`src/rtl/brg_frac.sv`:
```
// Fractional baud-rate generator: divides clk by BaudRate + BaudFrac/2^FRAC_W to produce an
// oversample tick, then counts OSR of those for the mid-bit and bit-rate ticks.
module brg_frac #(
    parameter int unsigned DIV_W  = 16,
    parameter int unsigned FRAC_W = 4,
    parameter int unsigned OSR    = 16
) (
    input  logic              clk,
    input  logic              rst,
    input  logic              en,
    input  logic              restart,
    input  logic [DIV_W-1:0]  BaudRate,
    input  logic [FRAC_W-1:0] BaudFrac,
    output logic              os_tick,
    output logic              half_tick,
    output logic              indicator,
    output logic              cfg_err
);

    localparam int unsigned        OSC_W    = $clog2(OSR);
    localparam logic [OSC_W-1:0]   OSC_HALF = OSC_W'(OSR / 2 - 1);
    localparam logic [OSC_W-1:0]   OSC_LAST = OSC_W'(OSR - 1);

    localparam logic [0:0] IDLE = 1'b0;
    localparam logic [0:0] RUN  = 1'b1;

    logic [0:0]        state;
    logic [DIV_W-1:0]  cnt;
    logic [FRAC_W-1:0] acc;
    logic [OSC_W-1:0]  osc;

    logic [FRAC_W-1:0] acc_base;
    logic [FRAC_W:0]   acc_sum;
    logic              clamp;
    logic [DIV_W-1:0]  div;
    logic [DIV_W-1:0]  cnt_load;

    // Load-time arithmetic; the accumulator carry stretches this period by one cycle.
    always_comb begin
        acc_base = (state == RUN) ? acc : '0;
        acc_sum  = {1'b0, acc_base} + {1'b0, BaudFrac};
        clamp    = BaudRate < DIV_W'(2);
        div      = clamp ? DIV_W'(2) : BaudRate;
        cnt_load = div - DIV_W'(1) + DIV_W'(acc_sum[FRAC_W]);
    end

    always_ff @(posedge clk or negedge rst) begin
        if (!rst) begin
            state     <= IDLE;
            cnt       <= '0;
            acc       <= '0;
            osc       <= '0;
            os_tick   <= 1'b0;
            half_tick <= 1'b0;
            indicator <= 1'b0;
            cfg_err   <= 1'b0;
        end else if (restart || (state == RUN && !en)) begin
            state     <= IDLE;
            cnt       <= '0;
            acc       <= '0;
            osc       <= '0;
            os_tick   <= 1'b0;
            half_tick <= 1'b0;
            indicator <= 1'b0;
            cfg_err   <= 1'b0;
        end else if (state == IDLE) begin
            if (en) begin
                state   <= RUN;
                cnt     <= cnt_load;
                acc     <= acc_sum[FRAC_W-1:0];
                cfg_err <= clamp;
            end
        end else if (cnt != '0) begin
            cnt       <= cnt - DIV_W'(1);
            os_tick   <= 1'b0;
            half_tick <= 1'b0;
            indicator <= 1'b0;
        end else begin
            cnt       <= cnt_load;
            acc       <= acc_sum[FRAC_W-1:0];
            cfg_err   <= clamp;
            os_tick   <= 1'b1;
            half_tick <= (osc == OSC_HALF);
            indicator <= (osc == OSC_LAST);
            osc       <= (osc == OSC_LAST) ? '0 : osc + OSC_W'(1);
        end
    end

endmodule

```
`config.mk`:
```
export PLATFORM = sky130hd
export DESIGN_NAME = brg_frac
export DESIGN_NICKNAME = d
export VERILOG_FILES = /design/src/rtl/brg_frac.sv
export SDC_FILE = /design/constraint.sdc
export NUM_CORES = 1
export LEC_CHECK = 0
export ABC_AREA = 1
export BUFFER_PORTS_ARGS = -buffer_cell sky130_fd_sc_hd__buf_4
export CELL_PAD_IN_SITES_DETAIL_PLACEMENT = 1
export CELL_PAD_IN_SITES_GLOBAL_PLACEMENT = 1
export CORE_ASPECT_RATIO = 1.75
export CORE_MARGIN = 4
export CORE_UTILIZATION = 46
export CTS_CLUSTER_DIAMETER = 150
export DETAILED_ROUTE_END_ITERATION = 12
export PLACE_DENSITY_LB_ADDON = 0.1
export SYNTH_ARGS = -nofsm -noshare
export SYNTH_HDL_FRONTEND = slang
export SYNTH_SLANG_ARGS = --single-unit
```
`constraint.sdc`:
```
create_clock -name clk -period 6.43 [get_ports clk]
set_input_delay 0.3215 -clock clk [delete_from_list [all_inputs] [get_ports clk]]
set_output_delay 0.3215 -clock clk [all_outputs]
set_load 0.02 [all_outputs]
```
; ---- Word-level counts from Yosys, hierarchy flattened
; Index checks and enable logic that the tools add are counted.
[word_totals]
out_inout_bits = 4
reg_bits = 29
wordCells = 56
in_bits = 24
[classes]
n_reduce_logical = 8
order_cmp = 1
n_eq_ne = 4
muxes = 30
addsub = 5
[op_table]
columns = operator, n
row1 = 16-bit two-way mux, 5
row2 = 4-bit two-way mux, 9
row3 = "16-bit by 1-bit subtractor with 16-bit output, second input constant", 2
row4 = 16-bit by 1-bit adder with 16-bit output, 1
row5 = "16-bit by 2-bit < comparator with 1-bit output, second input constant", 1
row6 = 1-bit two-way mux, 16
row7 = 16-bit nonzero test, 1
row8 = 4-bit by 4-bit adder with 5-bit output, 1
row9 = "4-bit by 1-bit adder with 4-bit output, second input constant", 1
row10 = "4-bit by 3-bit equality test with 1-bit output, second input constant", 1
row11 = "4-bit equality test, second input constant", 1
row12 = 2-bit AND reduction, 2
row13 = "3-bit inequality test, second input constant", 1
row14 = 3-bit nonzero test, 1
row15 = "2-bit inequality test, second input constant", 1
row16 = 2-bit nonzero test, 1
row17 = 1-bit logical AND, 1
row18 = 1-bit zero test, 1
row19 = 1-bit logical OR, 1

; ---- Longest topological paths before layout
[logic_depth]
ltp_word = 7
mapped_depth = 21
depth_no_buf = 20

; ---- Worst setup path after synthesis
; Ideal clock, no wire load.
[synth_path]
path_kind = reg-to-reg
from = register state
to = register cnt[14]
required_time_ns = 6.308
synth_period_minus_slack_ns = 2.538
setup_slack_ns = 3.892
stages_incl_launch_ff = 22
n_path_buf = 1
setup_ns = 0.122
arrival_time_ns = 2.416
cell_sequence = dfrtp_1 > buf_6 > nand2_1 > inv_1 > ha_1 > inv_1 > fa_1 > inv_1 > nand2_1 > nand2_1 > a21oi_1 > ha_1 > ha_1 > inv_1 > nor2_1 > nand2_1 > nor2_2 > nand3_1 > o21ai_0 > nand2_1 > o211ai_2 > nand2_1
[synth_between]
elab_chain_cells = 6
elab_cells_between_ends = 10
cone_classes = 2 x add/sub / 5 x mux / 3 x reduce/logical
[synth_rtl]
columns = element, line_no
row1 = from (decl), 27  ; logic [0:0] state;
row2 = from (signal assigned), 49  ; state <= IDLE;
row3 = from (signal assigned), 58  ; state <= IDLE;
row4 = from (signal assigned), 68  ; state <= RUN;
row5 = 4-bit two-way mux, 40  ; acc_base = (state == RUN) ? acc : '0;
row6 = 4-bit by 4-bit adder with 5-bit output, 41  ; acc_sum = {1'b0, acc_base} + {1'b0, BaudFrac};
row7 = 16-bit by 1-bit adder with 16-bit output, 44  ; cnt_load = div - DIV_W'(1) + DIV_W'(acc_sum[FRAC_W]);
row8 = "16-bit two-way mux, on equally long branches", "67, 73"
row9 = 16-bit two-way mux, 66  ; end else if (state == IDLE) begin
row10 = 16-bit two-way mux, 57  ; end else if (restart || (state == RUN && !en)) begin
row11 = to (signal assigned), 69  ; cnt <= cnt_load;
row12 = to (signal assigned), 74  ; cnt <= cnt - DIV_W'(1);
row13 = to (signal assigned), 79  ; cnt <= cnt_load;
row14 = to (decl), 28  ; logic [DIV_W-1:0] cnt;
; Parallel ways exist; a longest one is shown, timed or not. The select of a mux whose other input is x is not followed.
; A chain may end at the register's enable or synchronous reset.

; ---- Worst setup path after layout
; Ends and elaborated chain as after synthesis.

==> results_dict.tcl <==
set metrics [dict create \
    power.ir.vdd_worst_mv 0.1603 \
    avgSynthCellArea_um2 7.110 \
    clock.fmax_mhz 330.0 \
    detail_route.first_pass.iterations 4 \
    post-cts-setup-buffer-count 0 \
    timing.critical_path.to_type "flip-flop" \
    route.detailed.vias_per_inst 5.536 \
    synth_area_um2 2332 \
    max-cap-violations 0 \
    number_of_global_route_vias_before_repair 2370 \
    synth-xor-area-share_pct 3.755 \
    globalRouteOverflowTotal 0 \
    timing.final.max_slew_violations 0 \
    max_slew_margin_pct 70.54 \
    clock_tree.root_cell "sky130_fd_sc_hd__clkbuf_8" \
    initial_utilization_pct 47.26 \
    skew_ps 10.20 \
    mostFrequentLayoutCells "sky130_fd_sc_hd__nand2_1 (79), sky130_fd_sc_hd__inv_1 (35), sky130_fd_sc_hd__nor2_1 (31), sky130_fd_sc_hd__dfrtp_1 (29), sky130_fd_sc_hd__buf_4 (27)" \
    cp_data_arrival_time_ps 3210 \
    worstHoldStart "BaudRate[10]" \
    drt-initial-drc-count 56 \
    pin_count_of_the_biggest_net_entering_global_routing 30 \
    clock_sink_count 29 \
    hpwlAfterDp_um 5102 \
    totalNegativeSetupSlack_ps 0 \
    ioPinCount 28 \
    layout-drive-gt1-share_pct 21.79 \
    finish.net_count 391 \
    global_route.usage.total_pct 23.22 \
    fin_crit_sh_pct 47.13 \
    layout.cells.most_common "sky130_fd_sc_hd__nand2_1" \
    grt_first_pass_wirelength_um 10820 \
    hp-class "input pin to flip-flop" \
    startpoint_type "flip-flop" \
    reg2reg_to "cnt[14]" \
    setup_viol 0 \
    synth_top_family_by_area "simple AND/OR/NAND/NOR gates" \
    tritoncts_clock_tree "built" \
    insertedDiodeCount 0 \
    rsz_0062_raised_after_global_routing "false" \
    syn-instance-count 328 \
    worstPathMaxFanout 10 \
    yosys_cell_types 37 \
    yosysWarningCount 0 \
    power.density_nw_per_um2 220.7 \
    routabilityCongestion 0.8625 \
    reg2reg_slack_ps 3400 \
    critical_path_required_ps 6610 \
    cts_max_level 2 \
    fin_total_pwr_mw 0.5891 \
    rows 34 \
    path_class "flip-flop to flip-flop" \
    leakage_nw 1.348 \
    adder_cell_share_of_the_synthesized_area_pct 5.687 \
    routed-via-count 2281 \
    syn_to_final_growth_pct 14.43 \
    final_period_minus_worst_setup_slack_ps 3031 \
    r2r_worst_path_depth 20 \
    tritoncts.num_buffers 5 \
    antenna_found_initial 0 \
    die_h_um 102.2 \
    finalHoldViolations 0 \
    cts.reportedPaths.clkPinSlew_ps 70 \
    ys_seq_elements 29 \
    tightestPinTransition_ps 440.3 \
    worstReg2RegStart "state" \
    postLayoutSetupSlackWorst_ps 3399 \
    synth_compound_gate_area_share_pct 14.70 \
    worst_skew_pair.late_latency_ps 290 \
    antenna_violating_nets_post_route 0 \
    worst_hold_slack_ps 349.2 \
    core_um2 4935 \
    whs_path_depth 3 \
    synthSimpleGateAreaFrac_pct 34.76 \
    placement.io_buffers 27 \
    synthesis.nets 362 \
    drc_errors 0 \
    outcome "completed" \
    post_synth_mux_area_share_pct 0 \
    wire_per_inst_um 15.75 \
    hold_path_endpoint "cnt[10]" \
    drt_wl_total_um 6489 \
    utilization_pct 54.08 \
    floorplan.die_area_um2 6318 \
    dp_worst_setup_slack_ps 3421 \
    seq_area_frac_synth_pct 31.12 \
    fp.dieW_um 61.83 \
    worst_case_clock_buffer_depth 2 \
]
## cells in the mapped netlist (all sizes together)
master / instances / area [µm²]
o22ai: 4 / 25.02
nand3b: 1 / 7.510
o31ai: 5 / 52.55
nor2: 43 / 206.4
buf: 6 / 60.05
a31o: 1 / 8.760
ha: 9 / 112.6
fa: 1 / 20.02
o32ai: 1 / 8.760
xnor2: 3 / 26.28
nand3: 27 / 140.1
dfrtp: 29 / 725.7
inv: 46 / 172.7
o21ai: 25 / 128.9
nor4: 1 / 6.260
a31oi: 2 / 27.53
a21oi: 12 / 71.32
nor3b: 1 / 12.51
xor2: 7 / 61.31
o211ai: 2 / 20.02
nor3: 7 / 35.03
nand4: 6 / 43.79
nand2: 87 / 346.6
or2: 2 / 12.51
## how the worst max path moves through the flow
stage / startpoint / end / slack (ps)
finish: state / cnt[14] / 3400
global route: state / cnt[14] / 3030
CTS: state / cnt[14] / 3370
detailed placement: state / cnt[14] / 3420
global placement: state / cnt[14] / 3620
floorplan: state / cnt[14] / 3890
## per-stage QoR
step / cells / cell area [µm²]
2_1_floorplan: 328 / 2332
3_3_place_gp: 403 / 2542
3_5_place_dp: 403 / 2542
4_1_cts: 412 / 2669
5_1_grt: 412 / 2669
6_report: 412 / 2669
## cells by family (layout without fill, tap and decap cells)
| kind of cell | after synthesis | after routing |
|---|---|---|
| compound gates | 52 | 52 |
| buf+inv | 52 | 82 |
| flops | 29 | 29 |
| simple gates | 175 | 175 |
| fa+ha+maj | 10 | 10 |
| xor+xnor | 10 | 10 |
## worst max-delay path, cell delays in order, from the launching register on
cell and delay [ps]:
sky130_fd_sc_hd__dfrtp_1 540, sky130_fd_sc_hd__nand2_1 120, sky130_fd_sc_hd__inv_1 40, sky130_fd_sc_hd__ha_1 180, sky130_fd_sc_hd__inv_1 70, sky130_fd_sc_hd__fa_1 160, sky130_fd_sc_hd__inv_1 50, sky130_fd_sc_hd__nand2_1 80
sky130_fd_sc_hd__nand2_1 60, sky130_fd_sc_hd__a21oi_1 140, sky130_fd_sc_hd__ha_1 220, sky130_fd_sc_hd__ha_1 190, sky130_fd_sc_hd__inv_1 60, sky130_fd_sc_hd__nor2_1 120, sky130_fd_sc_hd__nand2_1 120, sky130_fd_sc_hd__nor2_2 160
sky130_fd_sc_hd__nand3_1 140, sky130_fd_sc_hd__o21ai_0 170, sky130_fd_sc_hd__nand2_1 80, sky130_fd_sc_hd__o211ai_2 150, sky130_fd_sc_hd__nand2_1 70
## layout make-up
class                   instances  area [µm²]
repair buffers                 28       212.7
inverters                      46       172.7
clock inverters                 1       30.03
flip-flops and latches         29       725.7
well taps                      54       67.56
multi-input cells             247        1374
fillers                       655        2266
clock buffers                   7       86.33
## per-layer routing
| metal | track usage, % | wire (µm) | share of wire, % |
|---|---|---|---|
| met5 | 0 | 0 | 0 |
| met1 | 23.65 | 2328 | 36 |
| met3 | 2.276 | 194 | 3.0 |
| met4 | 10.78 | 215 | 3.3 |
| met2 | 44.39 | 3751 | 58 |
## power by group
part / total, mW / internal, mW / switching, mW
combinational: 0.173 / 0.0616 / 0.111
sequential: 0.213 / 0.197 / 0.0159
clock: 0.203 / 0.126 / 0.0769
## state kept, by name, indices dropped and copies added, names as in the netlist
register	count
cnt	16
osc	4
state	1
os_tick	1
cfg_err	1
indicator	1
acc	4
half_tick	1
## timing repair
item                                   in CTS  in global routing
endpoints found under the hold margin      29                  0
hold buffers                                1                  0
resized for setup                           0                  0
(Power assumes the default switching activity.)
